$ cat config.mk
export PLATFORM = sky130hd
export DESIGN_NAME = pooling_output_packer
export DESIGN_NICKNAME = d
export VERILOG_FILES = /design/src/rtl/pooling_output_packer.sv
export SDC_FILE = /design/constraint.sdc
export NUM_CORES = 1
export LEC_CHECK = 0
export CORE_ASPECT_RATIO = 0.8
export CORE_MARGIN = 5
export CORE_UTILIZATION = 53
export CTS_CLUSTER_SIZE = 25
export DETAILED_ROUTE_END_ITERATION = 6
export GPL_TIMING_DRIVEN = 0
export HOLD_SLACK_MARGIN = 0.08
export PLACE_DENSITY_LB_ADDON = 0.12
export SYNTH_ARGS = -nofsm -noshare
export SYNTH_HDL_FRONTEND = slang
export SYNTH_SLANG_ARGS = --single-unit
export TNS_END_PERCENT = 20
$ cat constraint.sdc
create_clock -name clk -period 2.4 [get_ports clk]
set_clock_uncertainty 0.15 [all_clocks]
set_input_delay 0.48 -clock clk [delete_from_list [all_inputs] [get_ports clk]]
set_output_delay 0.48 -clock clk [all_outputs]
set_load 0.01 [all_outputs]
$ cat src/rtl/pooling_output_packer.sv
// Serial-to-parallel packer for pooled results. Words arrive one per cycle
// and are placed MSB-slot first into a PACK_SIZE-word row. A row is closed
// when it fills or when in_last is seen. One closed row can wait in the fill
// register while the output register is still occupied.
module pooling_output_packer #(
    parameter int DATA_WIDTH = 32,
    parameter int PACK_SIZE  = 3,
    parameter int CNT_W      = 2
) (
    input  logic                            clk,
    input  logic                            rst_n,
    input  logic                            in_valid,
    output logic                            in_ready,
    input  logic [DATA_WIDTH-1:0]           in_data,
    input  logic                            in_last,
    input  logic [2:0]                      block_idx_in,
    output logic                            out_valid,
    input  logic                            out_ready,
    output logic [PACK_SIZE*DATA_WIDTH-1:0] out_data,
    output logic [CNT_W-1:0]                out_count,
    output logic [2:0]                      out_block_idx,
    output logic                            err_block
);

    localparam int ROW_W = PACK_SIZE * DATA_WIDTH;

    // Fill register
    logic [DATA_WIDTH-1:0] fslot_q [PACK_SIZE];
    logic [DATA_WIDTH-1:0] fslot_d [PACK_SIZE];
    logic [CNT_W-1:0]      fcnt_q, fcnt_d;
    logic [2:0]            ftag_q, ftag_d;
    logic                  closed_q, closed_d;

    // Output register
    logic                  ovalid_q, ovalid_d;
    logic [ROW_W-1:0]      odata_q, odata_d;
    logic [CNT_W-1:0]      ocount_q, ocount_d;
    logic [2:0]            otag_q, otag_d;
    logic                  err_q, err_d;

    // Row as it would look with this cycle's accepted word included
    logic [DATA_WIDTH-1:0] slot_new [PACK_SIZE];
    logic [ROW_W-1:0]      row_asm;
    logic [CNT_W-1:0]      cnt_new;
    logic [2:0]            tag_new;
    logic                  accept;
    logic                  close_now;
    logic                  out_free;
    logic                  transfer;

    // Slot k occupies the k-th word counted from the MSB end
    generate
        for (genvar gi = 0; gi < PACK_SIZE; gi++) begin : g_pack
            assign row_asm[(PACK_SIZE-gi)*DATA_WIDTH-1 -: DATA_WIDTH] = slot_new[gi];
        end
    endgenerate

    // Accept/close/transfer decisions and next-state of both registers
    always_comb begin
        accept    = in_valid && !closed_q;
        for (int k = 0; k < PACK_SIZE; k++) begin
            slot_new[k] = (accept && fcnt_q == CNT_W'(k)) ? in_data : fslot_q[k];
        end
        cnt_new   = fcnt_q + CNT_W'(accept);
        tag_new   = (accept && fcnt_q == '0) ? block_idx_in : ftag_q;
        close_now = accept && (cnt_new == CNT_W'(PACK_SIZE) || in_last);
        out_free  = !ovalid_q || out_ready;
        // A held row can only move once the consumer takes the current one
        transfer  = (close_now && out_free) || (closed_q && out_ready);

        fslot_d  = slot_new;
        fcnt_d   = cnt_new;
        ftag_d   = tag_new;
        closed_d = closed_q;
        if (transfer) begin
            for (int k = 0; k < PACK_SIZE; k++) begin
                fslot_d[k] = '0;
            end
            fcnt_d   = '0;
            closed_d = 1'b0;
        end else if (close_now) begin
            closed_d = 1'b1;
        end

        ovalid_d = ovalid_q;
        odata_d  = odata_q;
        ocount_d = ocount_q;
        otag_d   = otag_q;
        if (transfer) begin
            ovalid_d = 1'b1;
            odata_d  = row_asm;
            ocount_d = cnt_new;
            otag_d   = tag_new;
        end else if (out_ready) begin
            ovalid_d = 1'b0;
        end

        // Tag drift inside a row is flagged but the word is still packed
        err_d = err_q | (accept && fcnt_q != '0 && block_idx_in != ftag_q);
    end

    // State registers with asynchronous active-low reset
    always_ff @(posedge clk or negedge rst_n) begin
        if (!rst_n) begin
            for (int k = 0; k < PACK_SIZE; k++) begin
                fslot_q[k] <= '0;
            end
            fcnt_q   <= '0;
            ftag_q   <= '0;
            closed_q <= 1'b0;
            ovalid_q <= 1'b0;
            odata_q  <= '0;
            ocount_q <= '0;
            otag_q   <= '0;
            err_q    <= 1'b0;
        end else begin
            fslot_q  <= fslot_d;
            fcnt_q   <= fcnt_d;
            ftag_q   <= ftag_d;
            closed_q <= closed_d;
            ovalid_q <= ovalid_d;
            odata_q  <= odata_d;
            ocount_q <= ocount_d;
            otag_q   <= otag_d;
            err_q    <= err_d;
        end
    end

    assign in_ready      = !closed_q;
    assign out_valid     = ovalid_q;
    assign out_data      = odata_q;
    assign out_count     = ocount_q;
    assign out_block_idx = otag_q;
    assign err_block     = err_q;

endmodule

==> out/qor.log <==
qor: status.status finished, final reports clean
qor: critical_path.worstPathRequired 1770 ps
qor: floorplanning.dieArea 0.0184 mm^2
qor: critical_path.reg2reg_from fcnt_q[0]
qor: global_routing.antenna_violations_before_repair 0
qor: synth.ys_warn_count 0
qor: clock_tree.cts_tree yes
qor: critical_path.worstSetupPathType reg -> out
qor: floorplanning.placement_rows 41
qor: synth.async_flop_share 100%
qor: critical_path.critPathArrivalTime 1620 ps
qor: final_layout.flow.area_growth_from_synthesis 29.1%
qor: clock_tree.clk_path_buf_depth 3
qor: clock_tree.clkSinkCount 205
qor: power_and_ir_drop.ir_worst_vdd 700 uV
qor: final_layout.post_layout_nonfiller_instances 1056
qor: route.routed-via-count 5243
qor: synth.synth_fa_ha_area_share 0%
qor: floorplanning.fp.dieH 122 um
qor: synth.netlist_instances 660
qor: route.dr.first_iter.drc_count 300
qor: route.detailedRoute.firstPassIterationCount 4
qor: final_layout.total_nets_final 867
qor: floorplanning.floorplan.die.width 150 um
qor: timing.timing.final.max_slew_violations 0
qor: critical_path.worst_setup_path_endpoint in_ready
qor: clock_tree.clk_pin_slew_worst_paths 60 ps
qor: placed_design.io_buffer_count 143
qor: synth.post_synth_mux_area_share 24.2%
qor: timing.max_slew.worst_pin.slew 837 ps
qor: timing.fmax 0.445 GHz
qor: floorplanning.boundaryPins 144
qor: synth.postSynthRegisterBits 205
qor: placed_design.place_area 0.0101 mm^2
qor: timing.max-slew-margin-rel 44.2%
qor: timing.summed_negative_setup_slack_over_all_endpoints 0 ps
qor: placed_design.detailed_placer_s_ending_hpwl 13000 um
qor: critical_path.r2r_setup_slack 400 ps
qor: critical_path.cp_max_fo 8
qor: critical_path.setup.worst_path.end_class output port
qor: critical_path.worst-r2r-cell-count 6
qor: synth.synth_seq_area_share 61.5%
qor: global_routing.largest_net_degree_at_the_start_of_global_routing 110
qor: critical_path.startpoint_class flip-flop
qor: timing.finalSetupViolations 0
qor: final_layout.layout-drive-gt1-share 9.51%
qor: route.drt-vias-per-instance 4.96
qor: floorplanning.initial_core_utilization 53.5%
qor: synth.post_synth_xor_area_fraction 0.525%
qor: synth.dominantRegCellSynth sky130_fd_sc_hd__dfrtp_1
qor: critical_path.cp-startpoint closed_q
qor: timing.hold-worst-slack 364 ps
qor: hold_path.hp-class reg -> reg
qor: synth.combinational_family_with_the_most_area_after_synthesis multiplexers
qor: route.drt-wirelength-per-cell 17.7 um
qor: route.drc 0
qor: timing.grt_setup_unrepaired no
qor: timing.report.final.hold_viol_count 0
qor: synth.yosysUniqueCellTypes 23
qor: clock_tree.h-tree-depth 1
qor: final_layout.layout.cells.most_common_list 205 x sky130_fd_sc_hd__dfrtp_1, 195 x sky130_fd_sc_hd__mux2i_1, 142 x sky130_fd_sc_hd__clkdlybuf4s50_1
qor: power_and_ir_drop.power.leakage 0.00498 uW
qor: global_routing.grt_first_pass_wirelength 30200 um
qor: power_and_ir_drop.p_per_area 1260 mW/mm^2
qor: timing.fin_crit 2250 ps
qor: final_layout.final_core_utilization 69.1%
qor: synth.compound_cell_area_share_of_the_yosys_netlist 0.600%
qor: clock_tree.clockRootBuffer sky130_fd_sc_hd__clkbuf_16
qor: job.reported_max_cap_violation_count 0
qor: route.antenna_left 0
qor: global_routing.grt_overflow_total 0
qor: timing.layout_worst_path_cycle_share 93.6%
qor: global_routing.grt_util_all_layers 20.8%
qor: critical_path.critical_path.reg2reg.endpoint fslot_q[42]
qor: clock_tree.worst_skew_pair.late_latency 480 ps
qor: synth.synth_enable_flop_cells 0
qor: clock_tree.numCtsBuffers 20
qor: route.route.final.wire_length 18700 um
qor: global_routing.vias_in_the_first_global_route 5657
qor: placed_design.gp_congestion 0.772
qor: synth.postSynthAreaPerCell 12.6 um^2
qor: synth.synth_area 0.00834 mm^2
qor: synth.syn_nets 700
qor: final_layout.antenna_cell_count 0
qor: final_layout.stdcell_area 0.0108 mm^2
qor: placed_design.post-place-cells 1019
qor: floorplanning.fp.coreArea 0.0156 mm^2
qor: synth.simple_gate_portion_of_the_synthesized_area 5.31%
qor: final_layout.layout.cells.most_common sky130_fd_sc_hd__dfrtp_1
qor: clock_tree.ctsResizeCount 0
## power by group
group          leakage, uW  internal, uW  switching, uW
combinational      0.00193          2490           2380
sequential         0.00270          4830            662
clock             0.000342          1920           1250
total              0.00498          9240           4290
## through the flow
step           total power, uW  setup slack (ps)
6_report                 13500               153
5_1_grt                  14400              73.0
4_1_cts                  13700               130
3_5_place_dp             10500              -118
3_3_place_gp             10200             -7370
2_1_floorplan             8050               600
## timing repair
action,in CTS,in global routing
hold buffers,1,0
hold endpoints to repair,108,0
setup buffers,0,0
## Yosys cell counts (2+ instances only)
library cell	n	area, um^2
sky130_fd_sc_hd__dfrtp_1	205	5130
sky130_fd_sc_hd__a21oi_1	2	10.0
sky130_fd_sc_hd__mux2_2	6	67.6
sky130_fd_sc_hd__mux2i_1	195	1950
sky130_fd_sc_hd__o21ai_0	2	10.0
sky130_fd_sc_hd__buf_8	2	30.0
sky130_fd_sc_hd__and4bb_2	2	25.0
sky130_fd_sc_hd__nor2_1	99	372
sky130_fd_sc_hd__buf_6	7	78.8
sky130_fd_sc_hd__buf_4	17	128
sky130_fd_sc_hd__inv_1	100	375
sky130_fd_sc_hd__buf_2	9	45.0
sky130_fd_sc_hd__xor2_1	4	35.0
## state kept, by name, indices dropped and copies added, names as in the netlist
signal         count
fcnt_q             2
ftag_q             3
fslot_q           96
out_data          96
err_block          1
out_count          2
out_block_idx      3
out_valid          1
closed_q           1
## metal layers
| metal | global-route usage, % | wire (um) | vias up |
|---|---|---|---|
| li1 | - | - | 2445 |
| met1 | 28.9 | 8450 | 2652 |
| met5 | 0 | 0 | - |
| met2 | 34.7 | 9040 | 123 |
| met4 | 3.31 | 214 | 0 |
| met3 | 4.47 | 1020 | 23 |
## worst min-delay path by stage
| stage | startpoint | to | slack (ps) | cells past startpoint |
|---|---|---|---|---|
| after floorplan | rst_n | closed_q | 30 | 0 |
| after global placement | err_block | err_block | 340 | 1 |
| after detailed placement | out_block_idx[2] | out_block_idx[2] | 350 | 1 |
| after CTS | out_block_idx[2] | out_block_idx[2] | 360 | 1 |
| after global routing | fslot_q[73] | fslot_q[73] | 380 | 2 |
| final | out_data[88] | out_data[88] | 360 | 2 |
## logic make-up (layout without fill, tap and decap cells)
| logic type | count (synthesis) | count (layout) |
|---|---|---|
| xor gates and xnor gates | 5 | 5 |
| buffers and inverters | 135 | 316 |
| AOI/OAI and AO/OA | 7 | 7 |
| and+or+nand+nor | 107 | 107 |
| DFF | 205 | 205 |
| muxes | 201 | 201 |
## layout make-up
cell class / count / area [um^2]
clock buffers: 31 / 633
clock inverters: 5 / 50.0
inverters: 100 / 375
well taps: 215 / 269
repair buffers: 145 / 1470
plain buffers: 35 / 282
fillers: 1191 / 4830
multi-input cells: 320 / 2560
flip-flops and latches: 205 / 5130
## critical path: stages, from the launching register on
cell	delay (ps)
sky130_fd_sc_hd__dfrtp_1	350
sky130_fd_sc_hd__buf_2	160
sky130_fd_sc_hd__inv_1	90
sky130_fd_sc_hd__clkdlybuf4s50_1	540
Power figures use the tool's default switching activity.
